`src/rtl/seq_multiplier.sv`:
```
// ============================================================================
// Module   : seq_multiplier
// Brief    : Multi-cycle shift-add multiplier for the EX stage; one product bit
//            per clock, WIDTH steps per multiply, HI/LO result held until the
//            next completion. Optional signed mode under `MULT_SIGNED_EN`.
// Revision : 1.0 - initial release
// ============================================================================
`default_nettype none

module seq_multiplier #(
  parameter int WIDTH = 32
) (
  input  logic             clk,
  input  logic             reset,
  input  logic             MultStart,
  input  logic [WIDTH-1:0] SrcAE,
  input  logic [WIDTH-1:0] SrcBE,
  input  logic             MultSigned,
  output logic             Busy,
  output logic             countdone,
  output logic             ProdV,
  output logic [WIDTH-1:0] ProdHi,
  output logic [WIDTH-1:0] ProdLo
);

  localparam int                 c_CNT_W = $clog2(WIDTH) + 1;
  localparam logic [c_CNT_W-1:0] c_LAST  = c_CNT_W'(WIDTH - 1);
  localparam logic [c_CNT_W-1:0] c_ONE   = c_CNT_W'(1);

  typedef enum logic [1:0] {
    S_IDLE = 2'd0,
    S_RUN  = 2'd1,
    S_DONE = 2'd2
  } state_t;

  state_t               r_state;
  state_t               w_nextState;
  logic [c_CNT_W-1:0]   r_count;
  logic [WIDTH-1:0]     r_mcand;
  logic [2*WIDTH-1:0]   r_acc;
  logic [WIDTH:0]       w_sum;
  logic [2*WIDTH-1:0]   w_accStep;
  logic [2*WIDTH-1:0]   w_product;
  logic [WIDTH-1:0]     w_opA;
  logic [WIDTH-1:0]     w_opB;
  logic                 w_start;
  logic                 w_final;

  // A new multiply may be accepted from IDLE or straight out of DONE.
  assign w_start = MultStart && ((r_state == S_IDLE) || (r_state == S_DONE));
  assign w_final = (r_state == S_RUN) && (r_count == c_LAST);

  // One shift-add step; the extra sum bit keeps the carry that shifts into the MSB.
  assign w_sum     = {1'b0, r_acc[2*WIDTH-1:WIDTH]} + {1'b0, r_mcand & {WIDTH{r_acc[0]}}};
  assign w_accStep = {w_sum, r_acc[WIDTH-1:1]};

`ifdef MULT_SIGNED_EN
  logic w_negStart;
  logic r_neg;

  assign w_opA      = (MultSigned && SrcAE[WIDTH-1]) ? -SrcAE : SrcAE;
  assign w_opB      = (MultSigned && SrcBE[WIDTH-1]) ? -SrcBE : SrcBE;
  assign w_negStart = MultSigned && (SrcAE[WIDTH-1] ^ SrcBE[WIDTH-1]);
  assign w_product  = r_neg ? -w_accStep : w_accStep;

  always_ff @(posedge clk or posedge reset) begin
    if (reset) begin
      r_neg <= 1'b0;
    end else if (w_start) begin
      r_neg <= w_negStart;
    end
  end
`else
  logic w_unusedSigned;

  assign w_unusedSigned = MultSigned;
  assign w_opA          = SrcAE;
  assign w_opB          = SrcBE;
  assign w_product      = w_accStep;
`endif

  always_ff @(posedge clk or posedge reset) begin
    if (reset) begin
      r_state <= S_IDLE;
    end else begin
      r_state <= w_nextState;
    end
  end

  always_comb begin
    w_nextState = r_state;
    Busy        = 1'b0;
    countdone   = 1'b0;
    case (r_state)
      S_IDLE: begin
        if (MultStart) w_nextState = S_RUN;
      end
      S_RUN: begin
        Busy = 1'b1;
        if (r_count == c_LAST) begin
          countdone   = 1'b1;
          w_nextState = S_DONE;
        end
      end
      S_DONE: begin
        w_nextState = MultStart ? S_RUN : S_IDLE;
      end
      default: w_nextState = S_IDLE;
    endcase
  end

  always_ff @(posedge clk or posedge reset) begin
    if (reset) begin
      r_count <= '0;
      r_mcand <= '0;
      r_acc   <= '0;
      ProdV   <= 1'b0;
      ProdHi  <= '0;
      ProdLo  <= '0;
    end else begin
      ProdV <= 1'b0;
      if (w_start) begin
        r_mcand <= w_opA;
        r_acc   <= {{WIDTH{1'b0}}, w_opB};
        r_count <= '0;
      end else if (r_state == S_RUN) begin
        r_acc   <= w_accStep;
        r_count <= r_count + c_ONE;
        if (w_final) begin
          ProdHi <= w_product[2*WIDTH-1:WIDTH];
          ProdLo <= w_product[WIDTH-1:0];
          ProdV  <= 1'b1;
        end
      end
    end
  end

endmodule

`default_nettype wire

```
`config.mk`:
```
export PLATFORM = sky130hd
export DESIGN_NAME = seq_multiplier
export DESIGN_NICKNAME = d
export VERILOG_FILES = /design/src/rtl/seq_multiplier.sv
export SDC_FILE = /design/constraint.sdc
export NUM_CORES = 1
export LEC_CHECK = 0
export CORE_MARGIN = 3
export CORE_UTILIZATION = 50
export CTS_CLUSTER_SIZE = 12
export DETAILED_ROUTE_END_ITERATION = 8
export PLACE_DENSITY_LB_ADDON = 0.25
export SLEW_MARGIN = 10
export SYNTH_ARGS = -nofsm -noshare
export SYNTH_HDL_FRONTEND = slang
export SYNTH_SLANG_ARGS = --single-unit
```
`constraint.sdc`:
```
create_clock -name clk -period 6.6 [get_ports clk]
set_input_delay 1.65 -clock clk [delete_from_list [all_inputs] [get_ports clk]]
set_output_delay 1.65 -clock clk [all_outputs]
set_load 0.005 [all_outputs]
```
Word-level counts from Yosys, hierarchy flattened
Cells that the tools add are included.
- output and inout bits: 67
- memories kept: 0
- bits in latches: 0
- register bits: 169
- word-level logic and storage cells: 37
- RAM bits: 0
- memory bits (read-only): 0
- shift operators: 0
- add/sub/neg operators: 2
- div/mod/pow operators: 0
- reduce and logical (&&, ||, !) cells: 7
- mux-type cells: 14
- bitwise logic cells: 2
- multiply operators: 0
- $lt $le $gt $ge: 0
- equal/unequal tests: 5
- operators by type and width (operator ; number):
    64-bit two-way mux ; 2
    32-bit by 32-bit adder with 33-bit output ; 1
    32-bit bitwise AND ; 1
    6-bit two-way mux ; 2
    1-bit two-way mux ; 7
    6-bit by 1-bit adder with 6-bit output (second input constant) ; 1
    6-bit by 5-bit == test with 1-bit output (second input constant) ; 1
    2-bit one-hot mux with 3 select lines ; 1
    2-bit two-way mux ; 2
    2-bit != test (second input constant) ; 2
    3-bit AND reduction ; 1
    2-bit by 1-bit == test with 1-bit output (second input constant) ; 1
    2-bit == test (second input constant) ; 1
    1-bit logical AND ; 2
    2-bit zero test ; 1
    2-bit AND reduction ; 1
    2-bit nonzero test ; 1
    1-bit logical OR ; 1
    1-bit NOT ; 1

Longest topological paths before layout
Gate-level depths: netlist of the first run.
- word-level depth: 5
- depth in mapped cells: 12
- gate-level depth less buffers: 11

Worst setup path after synthesis of the first run
Ideal clock, no wire load.
- kind: reg2out
- start point: register r_count[0]
- end point: output port countdone
- required time: 4.950 ns
- stages on the path, launching flop included: 8
- arrival: 1.674 ns
- path slack: 3.276 ns
- cell sequence: dfrtp_1 ha_1 nand2_1 nor3_1 nand2_1 inv_2 clkbuf_1 clkbuf_1
- cells in the longest elaborated chain, start to end: 3
- RTL lines (item ; line ; text):
    start: declaration ; 38 ; logic [c_CNT_W-1:0] r_count;
    start signal: assignment ; 128 ; r_count <= r_count + c_ONE;
    6-bit by 5-bit == test with 1-bit output ; 100 ; if (r_count == c_LAST) begin
    1-bit two-way mux ; 100 ;
    1-bit two-way mux ; 94 ; case (r_state)
    end: declaration ; 20 ; output logic countdone,
Every way passes these cells.

Final worst setup path of the first run
- start point: register r_state[1]
- end point: output port Busy
- cells in the longest elaborated chain, start to end: 2
- RTL lines (item ; line ; text):
    start: declaration ; 36 ; state_t r_state;
    start signal: assignment ; 86 ; r_state <= w_nextState;
    2-bit by 1-bit == test with 1-bit output ; 94 ;
    1-bit two-way mux ; 94 ;
    end: declaration ; 19 ; output logic Busy,
Every way passes these cells.

==> flow_summary.ini, run 1 <==
[status]
status = finished clean

[clock_tree]
postCtsSetupRepairBufs = 0
ctsResizeCount = 0
cts_buffers = 17
postCtsHoldBufs = 0
cts_tree = built
clock-root-buffer = clkbuf_16
cts.sinks = 169
clkTransAtPathRegs_ns = 0.06
clk_latency_ns = 0.43
cts_buffer_depth = 2
htree_num_levels = 4

[global_route]
grt_pass1_vias = 6720
antenna_found_initial = 0
gr-total-overflow = 0
grt_pass1_wl_mm = 33.7
gr-usage-all-layers_pct = 23.1
use_met3_pct = 5.55
grt-busiest-layer = met2
use_met1_pct = 32.0
use_met2_pct = 36.7
grt_max_degree = 104

[final_layout]
nFillCells = 1354
antenna_cells = 0
stdcell_area_mm2 = 0.0104
layout-drive-gt1-share_pct = 6.13
multiInputGateArea_mm2 = 0.00380
syn_to_final_growth_pct = 25.7
fin_nets = 1116
utilization_pct = 64.7
register_area_mm2 = 0.00423

[floorplan]
initial_core_util_pct = 51.5
io_pins = 135
row_count = 46
die-area_mm2 = 0.0181
fp.dieW_um = 134
die_h_um = 134
core_mm2 = 0.0160

[route]
drtIter0Drc = 613
avgRoutedWirePerCell_um = 16.1
via_per_inst = 5.43
drc = 0
routed_wl_mm = 20.0
num_vias = 6749
firstDrtPassIters = 5
ant_nets = 0

[pwr]
cellPowerDensity_mw_per_mm2 = 504
combPwrFrac_pct = 45.0
ir_drop_uv = 246
p_sw_share_pct = 37.9
intPower_mw = 3.24
p_leak_nw = 5.16
seq_power_share_pct = 34.6
p_clk_share_pct = 20.4
power_switching_mw = 1.98

[sta]
clock-skew-final_ns = 0.0112
setup_violations = 0
relSlewSlack_pct = 33.8
setup_ws_ns = 2.43
max_freq_mhz = 240
slew_viol_final = 0
hold_violations = 0
rsz0062_at_grt = no
period_share_pct = 63.1
fin_setup_tns_ns = 0
max_slew.worst_pin.slew_ns = 0.993
period_minus_slack_ns = 4.17

[run]
drv_cap = 0

[yosys]
synthesis.area_mm2 = 0.00824
ys_ff_latch = 169
synth_ff_type = dfrtp_1
ys_seq_area_share_pct = 51.3
yosys.area.top_type_share_pct = 51.3
syn_avg_cell_area_um2 = 9.10
syn_nets = 1008
synth_edf_count = 0
netlist_instances = 906
yosysWarnings = 0
synthArstFlopShare_pct = 100
yosys.area.top_type = dfrtp_1
ys_top_cells_by_area = dfrtp_1 (51%), nand2_1 (16%), ha_1 (5.0%)
ys_types = 50

[worst_setup_path]
cp-start-kind = flop
critPathMaxFanout = 66
required_ns = 4.95
crit_type = flop to output pin
worstPathArrival_ns = 2.52
end_kind = output pin

[placement]
post-place-ws_ns = 2.88
dp_hpwl_mm = 12.5
gp_congestion = 0.886
port_buffers = 133
place_area_mm2 = 0.00973

[min_path]
hold_class = flop to flop
metal layers:
layer / up-vias / part of all wire, %
li1: 3263 / -
met1: 3268 / 46
met2: 197 / 47
met3: 21 / 6.2
met4: 0 / 1.2
met5: - / 0
cell type report:
cell class,instances,area share (%)
Sequential cell,169,40.8
Multi-Input combinational cell,676,36.7
Timing Repair Buffer,140,13.4
Clock buffer,18,4.24
Tap cell,216,2.61
Clock inverter,14,1.88
Inverter,10,0.411
power by group through the flow:
stage | logic, mW | registers, mW | clock network (mW)
floorplan | 1.64 | 1.74 | 0
global placement | 2.27 | 1.81 | 0
detailed placement | 2.33 | 1.81 | 0
CTS | 2.35 | 1.81 | 1.09
global route | 2.63 | 1.87 | 1.13
finish | 2.35 | 1.81 | 1.07
flip-flops by register name (all words and copies together) (netlist names):
name,count
r_count,6
r_mcand,32
r_state,2
ProdV,1
ProdLo,32
r_acc,64
ProdHi,32
worst max-delay path: stages (launching register included):
cell             delay, ns
dfrtp_1               0.35
nand2b_1              0.30
inv_2                 0.13
buf_4                 0.65
clkdlybuf4s50_1       0.64
layout by cell type (no fill, tap or decap), types with 6 or more instances in the layout:
cell,synthesis,layout
nand2_1,346,345
dfrtp_1,169,169
clkdlybuf4s50_1,0,133
a21oi_1,43,43
ha_1,33,33
and2_1,32,32
a22oi_1,32,32
a22o_1,27,27
a21o_1,18,18
nor2_1,18,17
clkbuf_16,0,17
xnor2_1,16,16
o21ai_0,13,13
xor2_1,13,13
inv_1,9,7
nand4_1,7,7
nand3_1,7,7
mux2_2,7,7
buf_4,0,7
a31oi_1,6,6
final timing paths:
kind / from / endpoint / slack [ns] / cells past startpoint
max: r_state[1]$_DFFE_PP0P_ / Busy / 2.43 / 4
min: r_mcand[0]$_DFFE_PP0P_ / r_mcand[0]$_DFFE_PP0P_ / 0.47 / 2
max reg2reg: r_acc[0]$_DFFE_PP0P_ / r_acc[61]$_DFFE_PP0P_ / 2.85 / 11
min reg2reg: r_mcand[0]$_DFFE_PP0P_ / r_mcand[0]$_DFFE_PP0P_ / 0.47 / 2
max in group asynchronous: reset / r_acc[53]$_DFFE_PP0P_ / 3.76 / 3
min in group asynchronous: reset / ProdLo[6]$_DFFE_PP0P_ / 1.79 / 2
synth_stat cells, drive strengths merged, types with 5 or more instances:
master / count
o211ai: 5
xor2: 13
xnor2: 16
a21o: 18
nand3: 7
dfrtp: 169
a31oi: 7
nand2: 346
ha: 33
inv: 10
and2: 32
a22o: 27
a21oi: 46
buf: 7
nand4: 7
o21ai: 17
nor2: 18
mux2: 8
a22oi: 32
o31ai: 5
clkbuf: 44
stage by stage:
| step | instances | power (mW) | hold WS [ns] |
|---|---|---|---|
| 5_1_grt | 1243 | 5.63 | 0.489 |
| 3_3_place_gp | 1211 | 4.08 | 0.449 |
| 2_1_floorplan | 906 | 3.38 | 0.437 |
| 6_report | 1243 | 5.22 | 0.465 |
| 3_5_place_dp | 1211 | 4.14 | 0.455 |
| 4_1_cts | 1243 | 5.24 | 0.470 |
cells by family after synthesis:
family,count (synthesis),synth area share [%]
adder cells (fa/ha/maj),34,5.25
multiplexers,8,1.14
AO/OA/AOI/OAI,176,15.0
AND/OR/NAND/NOR,429,21.4
buffers and inverters,61,2.81
XOR/XNOR,29,3.08
flip-flops,169,51.3
Power figures use the tool's default switching activity.
==> run 2, diff against run 1 <==
clock period = 4 ns   (was 6.6 ns; I/O delays follow)
==> flow_summary.ini, run 2 (same netlist as run 1, synthesis figures left out) <==
[global_route]
grt_pass1_wl_mm = 33.8
grt_max_degree = 69
grt_pass1_vias = 6887
gr-usage-all-layers_pct = 23.2
gr-total-overflow = 0
antenna_found_initial = 0

[clock_tree]
clkTransAtPathRegs_ns = 0.07
htree_num_levels = 4
postCtsSetupRepairBufs = 0
cts_buffer_depth = 2
cts.sinks = 169
cts_tree = built
clock-root-buffer = clkbuf_16
cts_buffers = 17
clk_latency_ns = 0.43
postCtsHoldBufs = 0
ctsResizeCount = 0

[sta]
relSlewSlack_pct = 41.5
max_freq_mhz = 298
slew_viol_final = 0
period_minus_slack_ns = 3.36
clock-skew-final_ns = 0.00856
hold_violations = 0
setup_violations = 0
max_slew.worst_pin.slew_ns = 0.875
period_share_pct = 83.9
rsz0062_at_grt = no
fin_setup_tns_ns = 0

[worst_setup_path]
worstPathArrival_ns = 3.67
crit_type = flop to flop
cp_slowest_stage_delay_ns = 0.43
cp_num_buf_inv = 1
crit_family = compound AO/OA/AOI/OAI gates
required_ns = 4.32
crit_path_top_delay_cell = dfrtp_1
crit_chain = buf_4 > and2_1 > ha_1 > a21oi_1 > o211ai_1 > a32oi_1 > a21oi_1 > o31ai_2 > o21ai_1 > xor2_1 > mux2_2
critPathMaxFanout = 19
end_kind = flop
crit_top_cell = a21oi_1
cp-start-kind = flop

[floorplan]
die-area_mm2 = 0.0181
row_count = 46
initial_core_util_pct = 51.5
io_pins = 135
fp.dieW_um = 134
core_mm2 = 0.0160
die_h_um = 134

[route]
num_vias = 6724
ant_nets = 0
firstDrtPassIters = 5
via_per_inst = 5.38
avgRoutedWirePerCell_um = 16.0
drtIter0Drc = 616
routed_wl_mm = 20.0
drc = 0

[final_layout]
antenna_cells = 0
most-common-layout-cells = nand2_1 (345), dfrtp_1 (169), clkdlybuf4s50_1 (133)
multiInputGateArea_mm2 = 0.00380
top_register = r_acc
syn_to_final_growth_pct = 25.8
register_area_mm2 = 0.00423
nFillCells = 1390
largest_reg_flops = 64
layout_commonest_cell = nand2_1
fin_nets = 1123
layout-drive-gt1-share_pct = 6.49

[pwr]
ir_drop_uv = 458
p_leak_nw = 5.16
cellPowerDensity_mw_per_mm2 = 817
finalPower_mw = 8.47

[min_path]
hold_class = flop to flop

[status]
status = finished clean

[placement]
dp_hpwl_mm = 13.4
port_buffers = 133
gp_congestion = 0.895

[run]
drv_cap = 0
-- run 2: layout make-up --
type                    count  area share, %
clock buffers              19           4.27
clock inverters            12           1.16
inverters                  10          0.398
multi-input cells         676           36.6
flip-flops and latches    169           40.8
well taps                 216           2.61
repair buffers            147           14.1
-- run 2: worst reg2reg max path, cell delays in order (launching register included) --
cell      delay, ns
dfrtp_1        0.43
buf_4          0.22
and2_1         0.19
ha_1           0.37
a21oi_1        0.25
o211ai_1       0.22
a32oi_1        0.37
a21oi_1        0.19
o31ai_2        0.40
o21ai_1        0.14
xor2_1         0.18
mux2_2         0.27
-- run 2: worst paths after layout --
| check | startpoint | endpoint | slack (ns) | depth (start not counted) |
|---|---|---|---|---|
| setup / recovery | r_acc[0]$_DFFE_PP0P_ | ProdHi[30]$_DFFE_PP0P_ | 0.64 | 11 |
| hold / removal | r_mcand[4]$_DFFE_PP0P_ | r_mcand[4]$_DFFE_PP0P_ | 0.47 | 2 |
| setup reg to reg | r_acc[0]$_DFFE_PP0P_ | ProdHi[30]$_DFFE_PP0P_ | 0.64 | 11 |
| hold reg to reg | r_mcand[4]$_DFFE_PP0P_ | r_mcand[4]$_DFFE_PP0P_ | 0.47 | 2 |
| max in group asynchronous | reset | ProdLo[21]$_DFFE_PP0P_ | 2.01 | 3 |
| min in group asynchronous | reset | ProdHi[1]$_DFFE_PP0P_ | 1.11 | 2 |
-- run 2: per-stage QoR --
stage | utilization, % | instance area [um2] | hold WS (ns) | instances | setup WS (ns)
2_1_floorplan | - | 8240 | 0.437 | 906 | 0.845
3_3_place_gp | 61.2 | 9800 | 0.450 | 1218 | 0.809
3_5_place_dp | 61.2 | 9800 | 0.456 | 1218 | 0.737
4_1_cts | 64.8 | 10400 | 0.472 | 1249 | 0.678
5_1_grt | 64.8 | 10400 | 0.496 | 1249 | 0.490
6_report | 64.8 | 10400 | 0.469 | 1249 | 0.643
-- run 2: per-layer routing --
metal	vias to the layer above	GRT usage [%]	routed length (um)
li1	3280	-	-
met3	26	6.49	1280
met4	0	6.90	261
met1	3263	30.9	9010
met5	-	0	0
met2	155	37.4	9460
-- run 2: power by group --
part	internal, mW	total [mW]	switching, mW
Combinational	1.83	3.93	2.09
Clock	0.880	1.58	0.702
Sequential	2.48	2.96	0.480
Total	5.19	8.47	3.28
==> run 3, diff against run 2 <==
clock period = 3.2 ns   (was 4 ns; I/O delays follow)
==> flow_summary.ini, run 3 (same netlist as run 1, synthesis figures left out) <==
[status]
status = finished clean

[floorplan]
core_mm2 = 0.0160
initial_core_util_pct = 51.5
io_pins = 135
die_h_um = 134
row_count = 46
fp.dieW_um = 134
die-area_mm2 = 0.0181

[worst_setup_path]
r2r_slack_ns = 0.13
end_kind = flop
crit_chain = buf_4 > and2_1 > ha_1 > a211o_1 > a31oi_2 > o41a_1 > a21oi_4 > o211ai_2 > a21oi_2 > or3_1 > a32o_1
crit_family = compound AO/OA/AOI/OAI gates
required_ns = 3.52
cp-start-kind = flop
crit_path_top_delay_cell = dfrtp_1
cp_num_buf_inv = 1
cp_slowest_stage_delay_ns = 0.43
crit_type = flop to flop
worstPathArrival_ns = 3.39
critPathMaxFanout = 10

[placement]
gp_congestion = 0.893
dp.cells = 1226
post-place-ws_ns = 0.0888
place_area_mm2 = 0.00985
port_buffers = 133
dp_hpwl_mm = 13.2

[final_layout]
antenna_cells = 0
layout-drive-gt1-share_pct = 8.43
fin_nets = 1133
fin_cells = 1260
layout_commonest_cell = nand2_1
syn_to_final_growth_pct = 27.6
largest_reg_flops = 64
nFillCells = 1355
stdcell_area_mm2 = 0.0105
top_register = r_acc
most-common-layout-cells = nand2_1 (345), dfrtp_1 (169), clkdlybuf4s50_1 (133)

[sta]
period_minus_slack_ns = 3.07
max_slew.worst_pin.slew_ns = 1.08
max_freq_mhz = 326
hold_violations = 0
clock-skew-final_ns = 0.00860
slew_viol_final = 0
relSlewSlack_pct = 27.6
setup_ws_ns = 0.130
period_share_pct = 95.9
setup_violations = 0

[pwr]
p_leak_nw = 5.22
combPwrFrac_pct = 47.1
seq_power_share_pct = 33.9
p_clk_share_pct = 19.0
p_sw_share_pct = 39.2
cellPowerDensity_mw_per_mm2 = 1040
intPower_mw = 6.63
power_switching_mw = 4.28
ir_drop_uv = 533

[clock_tree]
cts_buffer_depth = 2
clock-root-buffer = clkbuf_16
cts.sinks = 169
clkTransAtPathRegs_ns = 0.07
cts_buffers = 17
htree_num_levels = 4
cts_tree = built
clk_latency_ns = 0.43

[route]
firstDrtPassIters = 5
ant_nets = 0
drtIter0Drc = 480
drc = 0
num_vias = 6795
avgRoutedWirePerCell_um = 16.3
via_per_inst = 5.39
routed_wl_mm = 20.5

[global_route]
grt_pass1_vias = 6793
antenna_found_initial = 0
grt_pass1_wl_mm = 34.1
grt_max_degree = 120
gr-total-overflow = 0
gr-usage-all-layers_pct = 23.6

[min_path]
hold_class = flop to flop

[run]
drv_cap = 0
## run 3: tightest hold or removal path: stages (launching register included)
cell,delay [ns]
dfrtp_1,0.34
nand2_1,0.05
nand2_1,0.05
## run 3: cell type report
type	instances	area, um2	share of cell area (%)
Sequential cell	169	4230	40.2
Multi-Input combinational cell	676	3850	36.6
Timing Repair Buffer	157	1520	14.5
Clock buffer	18	439	4.18
Tap cell	216	270	2.57
Clock inverter	14	156	1.49
Inverter	10	41.3	0.393
## run 3: through the flow
step	total power, mW	util (%)	hold slack (ns)	setup TNS [ns]
floorplan	6.97	-	0.437	0
global route	11.8	65.7	0.500	-0.0147
CTS	10.9	65.3	0.478	0
detailed placement	8.73	61.5	0.458	0
global placement	8.58	61.5	0.451	0
finish	10.9	65.7	0.473	0
## run 3: final timing paths
kind	start	to	depth (start not counted)
min in group asynchronous	reset	ProdLo[2]$_DFFE_PP0P_	3
max in group asynchronous	reset	r_mcand[21]$_DFFE_PP0P_	3
worst min-delay path	ProdLo[4]$_DFFE_PP0P_	ProdLo[4]$_DFFE_PP0P_	2
worst min register to register	ProdLo[4]$_DFFE_PP0P_	ProdLo[4]$_DFFE_PP0P_	2
worst max-delay path	r_acc[0]$_DFFE_PP0P_	r_acc[61]$_DFFE_PP0P_	11
worst max register to register	r_acc[0]$_DFFE_PP0P_	r_acc[61]$_DFFE_PP0P_	11
## run 3: power groups by stage
stage                     clock, mW  sequential (mW)  combinational [mW]
after floorplan                   0             3.58                3.39
after global placement            0             3.69                4.89
after detailed placement          0             3.69                5.04
after CTS                      2.11             3.69                5.09
after global routing           2.20             3.81                5.74
final                          2.07             3.70                5.14
## run 3: layer usage
layer	vias to the layer above	GRT usage (%)	part of all wire, %
met1	3299	31.3	45
met2	175	38.3	47
met4	0	6.05	1.4
met3	26	6.94	6.7
met5	-	0	0
li1	3295	-	-
## run 3: repair_timing
item                                    in CTS  in global routing
gates resized for setup                      0                 12
buffers inserted                             0                  2
hold buffers                                 0                  0
endpoints found under the setup margin       0                 16
